<file path="src/rtl/fetch_control_fsm_if.sv">
// Interface that bundles the fetch sequencer's inputs and decoded control outputs.
// The master modport is the sequencer side. The slave modport is the PC/ROM/datapath side.
interface fetch_control_fsm_if #(
  parameter int PC_W    = 3,
  parameter int INSTR_W = 12
);
  logic               go;
  logic               step_mode;
  logic [PC_W-1:0]    pc;
  logic [INSTR_W-1:0] instr;
  logic               pc_ld;
  logic [INSTR_W-1:0] ir;
  logic [2:0]         rf_ra1;
  logic [2:0]         rf_ra2;
  logic [2:0]         rf_wa;
  logic               rf_we;
  logic               wb_sel;
  logic               alu_sub;
  logic [3:0]         dm_addr;
  logic               dm_we;
  logic               busy;
  logic               halted;

  modport master (
    input  go, step_mode, pc, instr,
    output pc_ld, ir, rf_ra1, rf_ra2, rf_wa, rf_we, wb_sel, alu_sub,
           dm_addr, dm_we, busy, halted
  );

  modport slave (
    output go, step_mode, pc, instr,
    input  pc_ld, ir, rf_ra1, rf_ra2, rf_wa, rf_we, wb_sel, alu_sub,
           dm_addr, dm_we, busy, halted
  );
endinterface

</file>
<file path="src/rtl/fetch_control_fsm.sv">
// Three-cycle FETCH/DECODE/EXEC sequencer that sits after the program counter.
// It latches each ROM word, decodes it into register-file, ALU and memory controls, and pulses pc_ld.
module fetch_control_fsm #(
  parameter int PC_W    = 3,
  parameter int INSTR_W = 12,
  parameter bit WRAP_EN = 1'b0
) (
  input  logic                 clk,
  input  logic                 reset,
  fetch_control_fsm_if.master  bus
);
  typedef enum logic [2:0] {S_IDLE, S_FETCH, S_DECODE, S_EXEC, S_HALTED} state_e;

  localparam logic [2:0]      OP_STORE = 3'b000;
  localparam logic [2:0]      OP_LOAD  = 3'b001;
  localparam logic [2:0]      OP_ADD   = 3'b101;
  localparam logic [2:0]      OP_SUB   = 3'b110;
  localparam logic [2:0]      OP_HALT  = 3'b111;
  localparam logic [PC_W-1:0] PC_LAST  = '1;

  state_e             state_q, state_d;
  logic [INSTR_W-1:0] ir_q, ir_d;
  logic [2:0]         op;

  logic       pc_ld, rf_we, wb_sel, alu_sub, dm_we, dec_v, exec_v;
  logic [2:0] rf_ra1, rf_ra2, rf_wa;
  logic [3:0] dm_addr;

  assign op = ir_q[11:9];

  always_ff @(posedge clk) begin
    if (reset) begin
      state_q <= S_IDLE;
      ir_q    <= '0;
    end else begin
      state_q <= state_d;
      ir_q    <= ir_d;
    end
  end

  always_comb begin
    state_d = state_q;
    ir_d    = ir_q;
    case (state_q)
      S_IDLE:   if (bus.go) state_d = S_FETCH;
      S_FETCH:  begin
        ir_d    = bus.instr;
        state_d = S_DECODE;
      end
      S_DECODE: state_d = S_EXEC;
      S_EXEC: begin
        if (op == OP_HALT)                     state_d = S_HALTED;
        else if (bus.pc == PC_LAST && !WRAP_EN) state_d = S_HALTED;
        else if (bus.step_mode) begin
          // Clear ir when the sequencer goes back to IDLE, so every output is 0 while idle.
          state_d = S_IDLE;
          ir_d    = '0;
        end
        else                                   state_d = S_FETCH;
      end
      S_HALTED: state_d = S_HALTED;
      default:  state_d = S_IDLE;
    endcase
  end

  // Decoded fields are valid from DECODE through EXEC. The write strobes are driven only in EXEC.
  always_comb begin
    dec_v   = (state_q == S_DECODE) || (state_q == S_EXEC);
    exec_v  = (state_q == S_EXEC);
    rf_ra1  = '0;
    rf_ra2  = '0;
    rf_wa   = '0;
    rf_we   = 1'b0;
    wb_sel  = 1'b0;
    alu_sub = 1'b0;
    dm_addr = '0;
    dm_we   = 1'b0;
    if (dec_v) begin
      case (op)
        OP_STORE: begin
          dm_addr = ir_q[7:4];
          rf_ra2  = ir_q[2:0];
          dm_we   = exec_v;
        end
        OP_LOAD: begin
          dm_addr = ir_q[7:4];
          rf_wa   = ir_q[2:0];
          wb_sel  = 1'b1;
          rf_we   = exec_v;
        end
        OP_ADD, OP_SUB: begin
          rf_wa   = ir_q[8:6];
          rf_ra1  = ir_q[5:3];
          rf_ra2  = ir_q[2:0];
          alu_sub = (op == OP_SUB);
          rf_we   = exec_v;
        end
        default: ;
      endcase
    end
    pc_ld = exec_v && (op != OP_HALT);
  end

  assign bus.pc_ld   = pc_ld;
  assign bus.ir      = ir_q;
  assign bus.rf_ra1  = rf_ra1;
  assign bus.rf_ra2  = rf_ra2;
  assign bus.rf_wa   = rf_wa;
  assign bus.rf_we   = rf_we;
  assign bus.wb_sel  = wb_sel;
  assign bus.alu_sub = alu_sub;
  assign bus.dm_addr = dm_addr;
  assign bus.dm_we   = dm_we;
  assign bus.busy    = (state_q == S_FETCH) || (state_q == S_DECODE) || (state_q == S_EXEC);
  assign bus.halted  = (state_q == S_HALTED);
endmodule

</file>
<file path="src/flat_wrapper.sv">
// flat-port wrapper written by rule: the top's interface ports become plain ports
module fetch_control_fsm_flat 
#(
  parameter int PC_W    = 3,
  parameter int INSTR_W = 12,
  parameter bit WRAP_EN = 1'b0
)
  (clk, reset, bus_go, bus_step_mode, bus_pc, bus_instr, bus_pc_ld, bus_ir, bus_rf_ra1, bus_rf_ra2, bus_rf_wa, bus_rf_we, bus_wb_sel, bus_alu_sub, bus_dm_addr, bus_dm_we, bus_busy, bus_halted);
  fetch_control_fsm_if #(.PC_W(PC_W), .INSTR_W(INSTR_W)) bus_i ();
  input  logic clk;
  input  logic reset;
  input wire logic [$bits(bus_i.go)-1:0] bus_go;
  input wire logic [$bits(bus_i.step_mode)-1:0] bus_step_mode;
  input wire logic [$bits(bus_i.pc)-1:0] bus_pc;
  input wire logic [$bits(bus_i.instr)-1:0] bus_instr;
  output wire logic [$bits(bus_i.pc_ld)-1:0] bus_pc_ld;
  output wire logic [$bits(bus_i.ir)-1:0] bus_ir;
  output wire logic [$bits(bus_i.rf_ra1)-1:0] bus_rf_ra1;
  output wire logic [$bits(bus_i.rf_ra2)-1:0] bus_rf_ra2;
  output wire logic [$bits(bus_i.rf_wa)-1:0] bus_rf_wa;
  output wire logic [$bits(bus_i.rf_we)-1:0] bus_rf_we;
  output wire logic [$bits(bus_i.wb_sel)-1:0] bus_wb_sel;
  output wire logic [$bits(bus_i.alu_sub)-1:0] bus_alu_sub;
  output wire logic [$bits(bus_i.dm_addr)-1:0] bus_dm_addr;
  output wire logic [$bits(bus_i.dm_we)-1:0] bus_dm_we;
  output wire logic [$bits(bus_i.busy)-1:0] bus_busy;
  output wire logic [$bits(bus_i.halted)-1:0] bus_halted;
  assign bus_i.go = bus_go;
  assign bus_i.step_mode = bus_step_mode;
  assign bus_i.pc = bus_pc;
  assign bus_i.instr = bus_instr;
  assign bus_pc_ld = bus_i.pc_ld;
  assign bus_ir = bus_i.ir;
  assign bus_rf_ra1 = bus_i.rf_ra1;
  assign bus_rf_ra2 = bus_i.rf_ra2;
  assign bus_rf_wa = bus_i.rf_wa;
  assign bus_rf_we = bus_i.rf_we;
  assign bus_wb_sel = bus_i.wb_sel;
  assign bus_alu_sub = bus_i.alu_sub;
  assign bus_dm_addr = bus_i.dm_addr;
  assign bus_dm_we = bus_i.dm_we;
  assign bus_busy = bus_i.busy;
  assign bus_halted = bus_i.halted;
  fetch_control_fsm #(.PC_W(PC_W), .INSTR_W(INSTR_W), .WRAP_EN(WRAP_EN)) u_core (.clk(clk), .reset(reset), .bus(bus_i));
endmodule
</file>
<file path="config.mk">
export PLATFORM = sky130hd
export DESIGN_NAME = fetch_control_fsm_flat
export DESIGN_NICKNAME = d
export VERILOG_FILES = /design/src/rtl/fetch_control_fsm_if.sv /design/src/rtl/fetch_control_fsm.sv /design/src/flat_wrapper.sv
export SDC_FILE = /design/constraint.sdc
export NUM_CORES = 1
export LEC_CHECK = 0
export ABC_AREA = 1
export BUFFER_PORTS_ARGS = -buffer_cell sky130_fd_sc_hd__buf_2
export CAP_MARGIN = 20
export CORE_MARGIN = 1.5
export CORE_UTILIZATION = 41
export CTS_CLUSTER_DIAMETER = 100
export DETAILED_ROUTE_END_ITERATION = 12
export PLACE_DENSITY = 0.77
export SYNTH_ARGS = -nofsm -noshare
export SYNTH_HDL_FRONTEND = slang
export SYNTH_SLANG_ARGS = --single-unit
export TNS_END_PERCENT = 1
</file>
<file path="constraint.sdc">
create_clock -name clk -period 2 [get_ports clk]
set_clock_uncertainty 0.2 [all_clocks]
set_input_delay 0.4 -clock clk [delete_from_list [all_inputs] [get_ports clk]]
set_output_delay 0.4 -clock clk [all_outputs]
set_load 0.01 [all_outputs]
</file>
# Yosys cells after proc, flatten, opt, wreduce, memory -nomap -nowiden
# Cells that the tools add are included.
classes:
  n_addsub: 0
  mul: 0
  div_mod_pow: 0
  n_lt_le_gt_ge: 0
  n_eq_ne: 14
  shifts: 0
  mux: 25
  bitwise: 0
  n_reduce_logical: 12
ops:
  columns: ["cell", "n"]
  rows:
  - ["$mux 12", 3]
  - ["$mux 3", 8]
  - ["$pmux 12 s2", 1]
  - ["$eq 3x3->1 const B", 5]
  - ["$pmux 3 s5", 1]
  - ["$mux 1", 9]
  - ["$mux 4", 2]
  - ["$ne 2x2->1 const B", 4]
  - ["$eq 3x1->1 const B", 2]
  - ["$eq 3x2->1 const B", 2]
  - ["$logic_not 3->1", 2]
  - ["$pmux 3 s2", 1]
  - ["$reduce_or 3->1", 2]
  - ["$reduce_and 4->1", 1]
  - ["$reduce_or 2->1", 2]
  - ["$logic_or 1x1->1", 3]
  - ["$ne 3x3->1 const B", 1]
  - ["$reduce_bool 2->1", 1]
  - ["$logic_and 1x1->1", 1]
totals:
  ff_bits: 15
  latchBits: 0
  mem_bits_rw: 0
  mem_bits_ro: 0
  inputBits: 19
  output_inout_bits: 32
  elab_cells: 53
  memories: 0

# Logic depth before layout (Yosys ltp)
# Gate-level depths: netlist (run 1).
depth:
  word_depth: 4
  mapped_depth: 7
  ltp_nobuf: 7

# Worst setup path after synthesis (run 1)
# OpenSTA, ideal clock, no wires.
synth_timing:
  path_kind: "reg2out"
  from: "register u_core.ir_q[9], in the netlist u_core.bus.ir[9]"
  to: "output bus_rf_wa[1]"
  t_arrival_ns: 1.145
  required_ns: 1.400
  slack_ns: 0.255
  path_stages_with_launch: 5
  cell_sequence: "dfxtp_1 nand3b_1 nand2_1 nand2_1 o31ai_1"
synth_between:
  elab_chain_len: 4
  word_cells_on_any_way: 6
  cone_classes: "eq/ne (3); mux (2); reduce/logical (1)"
synth_lines:
  columns: ["element", "line", "text"]
  rows:
  - ["from (decl)", "fetch_control_fsm.sv:22", "logic [INSTR_W-1:0] ir_q, ir_d;"]
  - ["from (signal assigned)", "fetch_control_fsm.sv:37", "ir_q <= ir_d;"]
  - ["$eq 3x3->1", "fetch_control_fsm.sv:79", "case (op)"]
  - ["$reduce_or 2->1", null, null]
  - ["$pmux 3 s2 (*)", "fetch_control_fsm.sv:79", null]
  - ["$mux 3 (*)", "fetch_control_fsm.sv:78", "if (dec_v) begin"]
  - ["to (decl)", "flat_wrapper.sv:20", "output wire logic [$bits(bus_i.rf_wa)-1:0] bus_rf_wa;"]
# Every way passes the cells marked *; elsewhere a longest branch is shown, timed or not.

# Worst setup path in the final report (run 1)
layout_timing:
  from: "register u_core.ir_q[9], in the netlist u_core.bus.ir[9]"
  to: "output bus_rf_ra2[2]"
layout_between:
  elab_chain_len: 4
  word_cells_on_any_way: 6
  cone_classes: "eq/ne (2); mux (2); reduce/logical (2)"
layout_lines:
  columns: ["element", "line", "text"]
  rows:
  - ["$eq 3x3->1 or $logic_not 3->1 (tied branches)", "fetch_control_fsm.sv:79", null]
  - ["$reduce_or 3->1 (no source line) (*)", null, null]
  - ["$mux 3 (*)", "fetch_control_fsm.sv:79", null]
  - ["$mux 3 (*)", "fetch_control_fsm.sv:78", null]
  - ["to (decl)", "flat_wrapper.sv:19", "output wire logic [$bits(bus_i.rf_ra2)-1:0] bus_rf_ra2;"]
# Marked as above.

==> results.yml, run 1 <==
detailed_routing:
  wl_mm: 2.363
  viasPerCell: 4.936
  drt_iter0_markers: 23
  num_vias: 1007
  drc: 0
  wire_per_inst_um: 11.58
  ant_nets: 0
  dr.pass1.iters: 4
timing:
  max_slew_margin_pct: 79.65
  rsz0062_at_grt: "true"
  finalSetupViolCount: 3
  min_period_over_period_pct: 100.5
  finalHoldViolCount: 0
  max_freq_ghz: 0.4976
  setup_slack_ns: -0.009602
  setup_tns_ns: -0.01757
  finalCriticalPeriod_ns: 2.010
  maxSlewViolCount: 0
  tightest_slew_ns: 0.3053
status:
  outcome: "finished, violations left"
  violations: "setup timing"
clocking:
  cts_buffer_depth: 2
  cts_buffers: 3
  clk_latency_ns: 0.27
  root_buffer: "clkbuf_4"
  htreeDepth: 1
  hold_buffers: 0
  clk_pin_slew_worst_paths_ns: 0.09
  cts_tree: "built"
  clkSinkCount: 15
flow_run:
  drv_cap: 0
yosys:
  synth_edf_count: 0
  synth_top_flop_cell: "dfxtp_1"
  synthArstFlopShare_pct: 0
  ys_ff_latch: 15
  synth_top_area_cell: "dfxtp_1"
  synth_common_cells: "39 x nand2_1, 15 x dfxtp_1, 14 x a21oi_1, 14 x inv_1"
  syn_nets: 142
  synth_top_area_share_pct: 36.75
  synth_warnings: 0
  syn_inst: 123
  synthesis.area_um2: 817.0
  yosys.cell_types.count: 25
  syn_area_per_cell_um2: 6.643
  synth_most_common_cell: "nand2_1"
  yosysSeqAreaShare_pct: 36.75
  synth_area_leaders: "dfxtp_1 37%, nand2_1 18%, a21oi_1 8.6%, inv_1 6.4%, nor3_1 4.3%"
placement:
  dp_hpwl_mm: 1.643
  place.gp.congestion: 0.7539
  port_buffers: 50
  place_area_um2: 1079
critical_path:
  r2r_cells: 7
  max_stage_delay_ns: 0.35
  worstPathRequired_ns: 1.40
  cp-start-kind: "flop"
  critical_path_class: "flop to output port"
  path_depth: 7
  crit_arrival_ns: 1.41
  reg2reg_from: "u_core.bus.ir[9]"
  crit_family: "simple AND/OR/NAND/NOR gates"
  crit_chain: "nand3b_1 > nand2_2 > nand2_4 > o21ai_4 > nand3_1 > inv_1 > buf_2"
  critPathLaunch: "u_core.bus.ir[9]"
  worst-path-buf-inv: 2
  crit_end: "bus_rf_ra2[2]"
  slowest_stage: "dfxtp_2"
  cp-end-kind: "output port"
  worst-path-max-fanout: 7
  timing.rr.end: "u_core.bus.ir[2]"
  r2r_slack_ns: 0.52
finish:
  fin_nets: 199
  design_area_um2: 1206
  drive_above_1_share_pct: 46.37
  diodes: 0
  area_growth_syn_to_layout_pct: 47.63
power_and_ir_drop:
  p_leak_uw: 0.0006314
  ir_worst_vdd_mv: 0.4205
  powerDensity_nw_per_um2: 588.9
die:
  core_um2: 1802
  io_pins: 51
  die_h_um: 47.64
  die_area_um2: 2270
  start_util_pct: 45.35
  die_x_um: 47.64
  num_rows: 15
hold_path:
  hold_class: "input pin to flop"
global_routing:
  grt_pass1_vias: 815
  grt_first_pass_wirelength_mm: 3.305
  antenna_found_initial: 0
  track_usage_pct: 20.74
  globalRouteOverflowTotal: 0
  grt_max_degree: 16
[per-stage QoR]
stage / util [%] / total power (uW) / hold WS, ns / setup WS (ns) / instances
after detailed placement: 59.86 / 516.0 / 0.2707 / 0.1643 / 195
final: 66.94 / 710.3 / 0.1638 / -0.009602 / 204
after floorplan: - / 460.2 / 0.2624 / 0.2550 / 123
after global placement: 59.86 / 512.5 / 0.2630 / 0.2367 / 195
after CTS: 63.33 / 692.9 / 0.1614 / -0.01574 / 202
after global routing: 66.94 / 758.7 / 0.1579 / -0.08612 / 204
[per-layer routing]
layer,global-route usage [%],up-vias,wire (um)
met1,27.92,447,995
met3,3.396,4,151
met4,6.486,0,23
met2,34.05,49,1192
li1,-,507,-
met5,0,-,0
[layout by cell type (no fill, tap or decap), types with 2 or more instances in the layout]
cell	instances
a21oi_1	13
a21oi_2	2
buf_2	50
buf_4	5
clkbuf_4	3
dfxtp_1	10
dfxtp_2	3
dfxtp_4	2
inv_1	13
inv_2	2
nand2_1	36
nand2_2	4
nand3_1	5
nor2_1	7
nor2_4	2
nor3_1	6
[final cells by class]
cell class / count / area, um2
flip-flops and latches: 15 / 311.5
well taps: 25 / 31.28
clock buffers: 4 / 26.28
inverters: 15 / 56.30
multi-input cells: 88 / 461.7
repair buffers: 57 / 319.1
fillers: 166 / 595.6
[report_power, final]
group | switching (uW) | internal [uW]
logic | 112 | 82.4
registers | 24.1 | 322
clock network | 92.9 | 77.2
[timing repair]
item / CTS / global route
setup endpoints to repair: 10 / 14
cloned: 0 / 0
setup buffers: 3 / 2
pin swaps: 2 / 3
gates resized for setup: 6 / 13
endpoints found under the hold margin: 0 / 0
[worst min-delay path: stages]
cell and delay (ns):
buf_2 0.10, nand2_1 0.05, a21oi_1 0.05
[state kept, by name (all words and copies together) (netlist names)]
signal          cells
u_core.bus.ir      12
u_core.state_q      3
[logic make-up (layout without fill, tap and decap cells)]
logic type      count (synthesis)  after routing  share of synthesized area, %
simple gates                   67             67                         37.21
compound gates                 21             21                         14.86
buf+inv                        20             76                         11.18
flops                          15             15                         36.75
[worst min-delay path by stage]
stage,startpoint,endpoint,slack [ns],cells after the start
2_1_floorplan,reset,u_core.bus.ir[2],0.26,1
3_3_place_gp,u_core.bus.ir[5],u_core.bus.ir[5],0.26,2
3_5_place_dp,u_core.bus.ir[3],u_core.bus.ir[3],0.27,2
4_1_cts,bus_instr[11],u_core.bus.ir[11],0.16,3
5_1_grt,bus_instr[10],u_core.bus.ir[10],0.16,3
6_report,bus_instr[11],u_core.bus.ir[11],0.16,3
(Power assumes the default switching activity.)
==> inputs of run 2 (changes only) <==
--- a/config.mk
+++ b/config.mk
@@ -13,6 +13,7 @@
 export CTS_CLUSTER_DIAMETER = 100
 export DETAILED_ROUTE_END_ITERATION = 12
 export PLACE_DENSITY = 0.77
+export SLEW_MARGIN = 5
 export SYNTH_ARGS = -nofsm -noshare
 export SYNTH_HDL_FRONTEND = slang
 export SYNTH_SLANG_ARGS = --single-unit
==> constraint.sdc (replaced) <==
create_clock -name clk -period 2 [get_ports clk]
set_clock_uncertainty 0.2 [all_clocks]
set_input_delay 0.4 -clock clk [delete_from_list [all_inputs] [get_ports clk]]
set_output_delay 0.4 -clock clk [all_outputs]
set_load 0.02 [all_outputs]
==> results.yml, run 2 (synthesis results as in run 1) <==
timing:
  max_freq_ghz: 0.4940
  tightest_slew_ns: 0.2951
  finalCriticalPeriod_ns: 2.024
  holdWs_ns: 0.1483
  rsz0062_at_grt: "true"
  setup_slack_ns: -0.02447
  finalHoldViolCount: 0
  finalSetupViolCount: 4
  maxSlewViolCount: 0
  max_slew_margin_pct: 80.33
  min_period_over_period_pct: 101.2
detailed_routing:
  num_vias: 1002
  wl_mm: 2.448
  dr.pass1.iters: 4
  ant_nets: 0
  wire_per_inst_um: 12.00
  drc: 0
  drt_iter0_markers: 26
  viasPerCell: 4.912
die:
  io_pins: 51
  core_um2: 1802
  start_util_pct: 45.35
  num_rows: 15
  die_x_um: 47.64
  die_h_um: 47.64
  die_area_um2: 2270
hold_path:
  hold_class: "input pin to flop"
power_and_ir_drop:
  p_switching_uw: 261.4
  powerDensity_nw_per_um2: 610.5
  comb_power_share_pct: 29.5
  p_clk_share_pct: 24.3
  p_sw_share_pct: 35.21
  p_int_uw: 481.1
  ir_worst_vdd_mv: 0.4036
  seqPwrFrac_pct: 46.3
  p_leak_uw: 0.0006318
critical_path:
  critical_path_class: "flop to output port"
  cp-end-kind: "output port"
  worstPathRequired_ns: 1.40
  crit_arrival_ns: 1.42
  worst-path-max-fanout: 8
  cp-start-kind: "flop"
clocking:
  cts_tree: "built"
  hold_buffers: 0
  htreeDepth: 1
  cts_buffers: 3
  clkSinkCount: 15
  root_buffer: "clkbuf_4"
  clk_latency_ns: 0.29
  cts_buffer_depth: 2
  clk_pin_slew_worst_paths_ns: 0.09
placement:
  port_buffers: 50
  dp_slack_ns: 0.1826
  place.gp.congestion: 0.7497
  dp_hpwl_mm: 1.660
flow_run:
  drv_cap: 0
status:
  violations: "setup timing"
  outcome: "finished, violations left"
finish:
  fillers: 165
  drive_above_1_share_pct: 48.60
  largest_reg_flops: 12
  area_growth_syn_to_layout_pct: 48.85
  mostFrequentLayoutCells: "42 x buf_2, 35 x nand2_1, 15 x buf_4"
  layout_commonest_cell: "buf_2"
  diodes: 0
  fin_nets: 199
global_routing:
  track_usage_pct: 22.05
  grt_max_degree: 16
  antenna_found_initial: 0
  globalRouteOverflowTotal: 0
  grt_first_pass_wirelength_mm: 3.463
  grt_pass1_vias: 842
run 2: routing by layer:
metal	vias up	wire length, um	track usage [%]
li1	505	-	-
met1	445	1026	26.77
met2	47	1204	35.68
met3	5	167	3.396
met4	0	50	15.14
met5	-	0	0
run 2: worst max-delay path: stages, from the launching register on:
cell and delay [ns]:
dfxtp_2 0.36, inv_2 0.05, nor2_4 0.21, inv_4 0.09, o31ai_2 0.24, buf_4 0.18
run 2: power groups by stage:
stage	Sequential [uW]	Combinational [uW]	Clock (uW)
detailed placement	348	192	0
global placement	347	188	0
CTS	342	207	183
global route	347	240	191
floorplan	369	112	0
finish	343	219	180
run 2: worst paths after layout:
check | cells after the start | start | to | slack (ns)
max | 5 | u_core.state_q[1] | bus_rf_wa[1] | -0.02
min | 3 | bus_instr[1] | u_core.bus.ir[1] | 0.15
max reg2reg | 7 | u_core.bus.ir[9] | u_core.bus.ir[5] | 0.47
min reg2reg | 2 | u_core.bus.ir[3] | u_core.bus.ir[3] | 0.28
run 2: stage by stage:
step | cell area, um2 | setup TNS (ns) | utilization [%] | instances | power [uW]
finish | 1216 | -0.06917 | 67.50 | 204 | 742.5
global route | 1216 | -0.7287 | 67.50 | 204 | 777.8
CTS | 1169 | -0.003149 | 64.86 | 204 | 731.9
detailed placement | 1091 | 0 | 60.56 | 196 | 540.0
global placement | 1091 | 0 | 60.56 | 196 | 535.4
floorplan | 822.0 | 0 | - | 123 | 480.5
run 2: area by class of cell:
type | instances | area [um2] | share of cell area, %
well taps | 25 | 31.28 | 2.572
flip-flops and latches | 15 | 309.0 | 25.41
clock buffers | 4 | 26.28 | 2.160
inverters | 15 | 58.81 | 4.835
multi-input cells | 88 | 467.9 | 38.48
repair buffers | 57 | 322.8 | 26.54
run 2: timing repair:
item	CTS	global route
buffers inserted	4	0
setup endpoints to repair	13	14
resized for setup	12	18
pin swaps	2	5
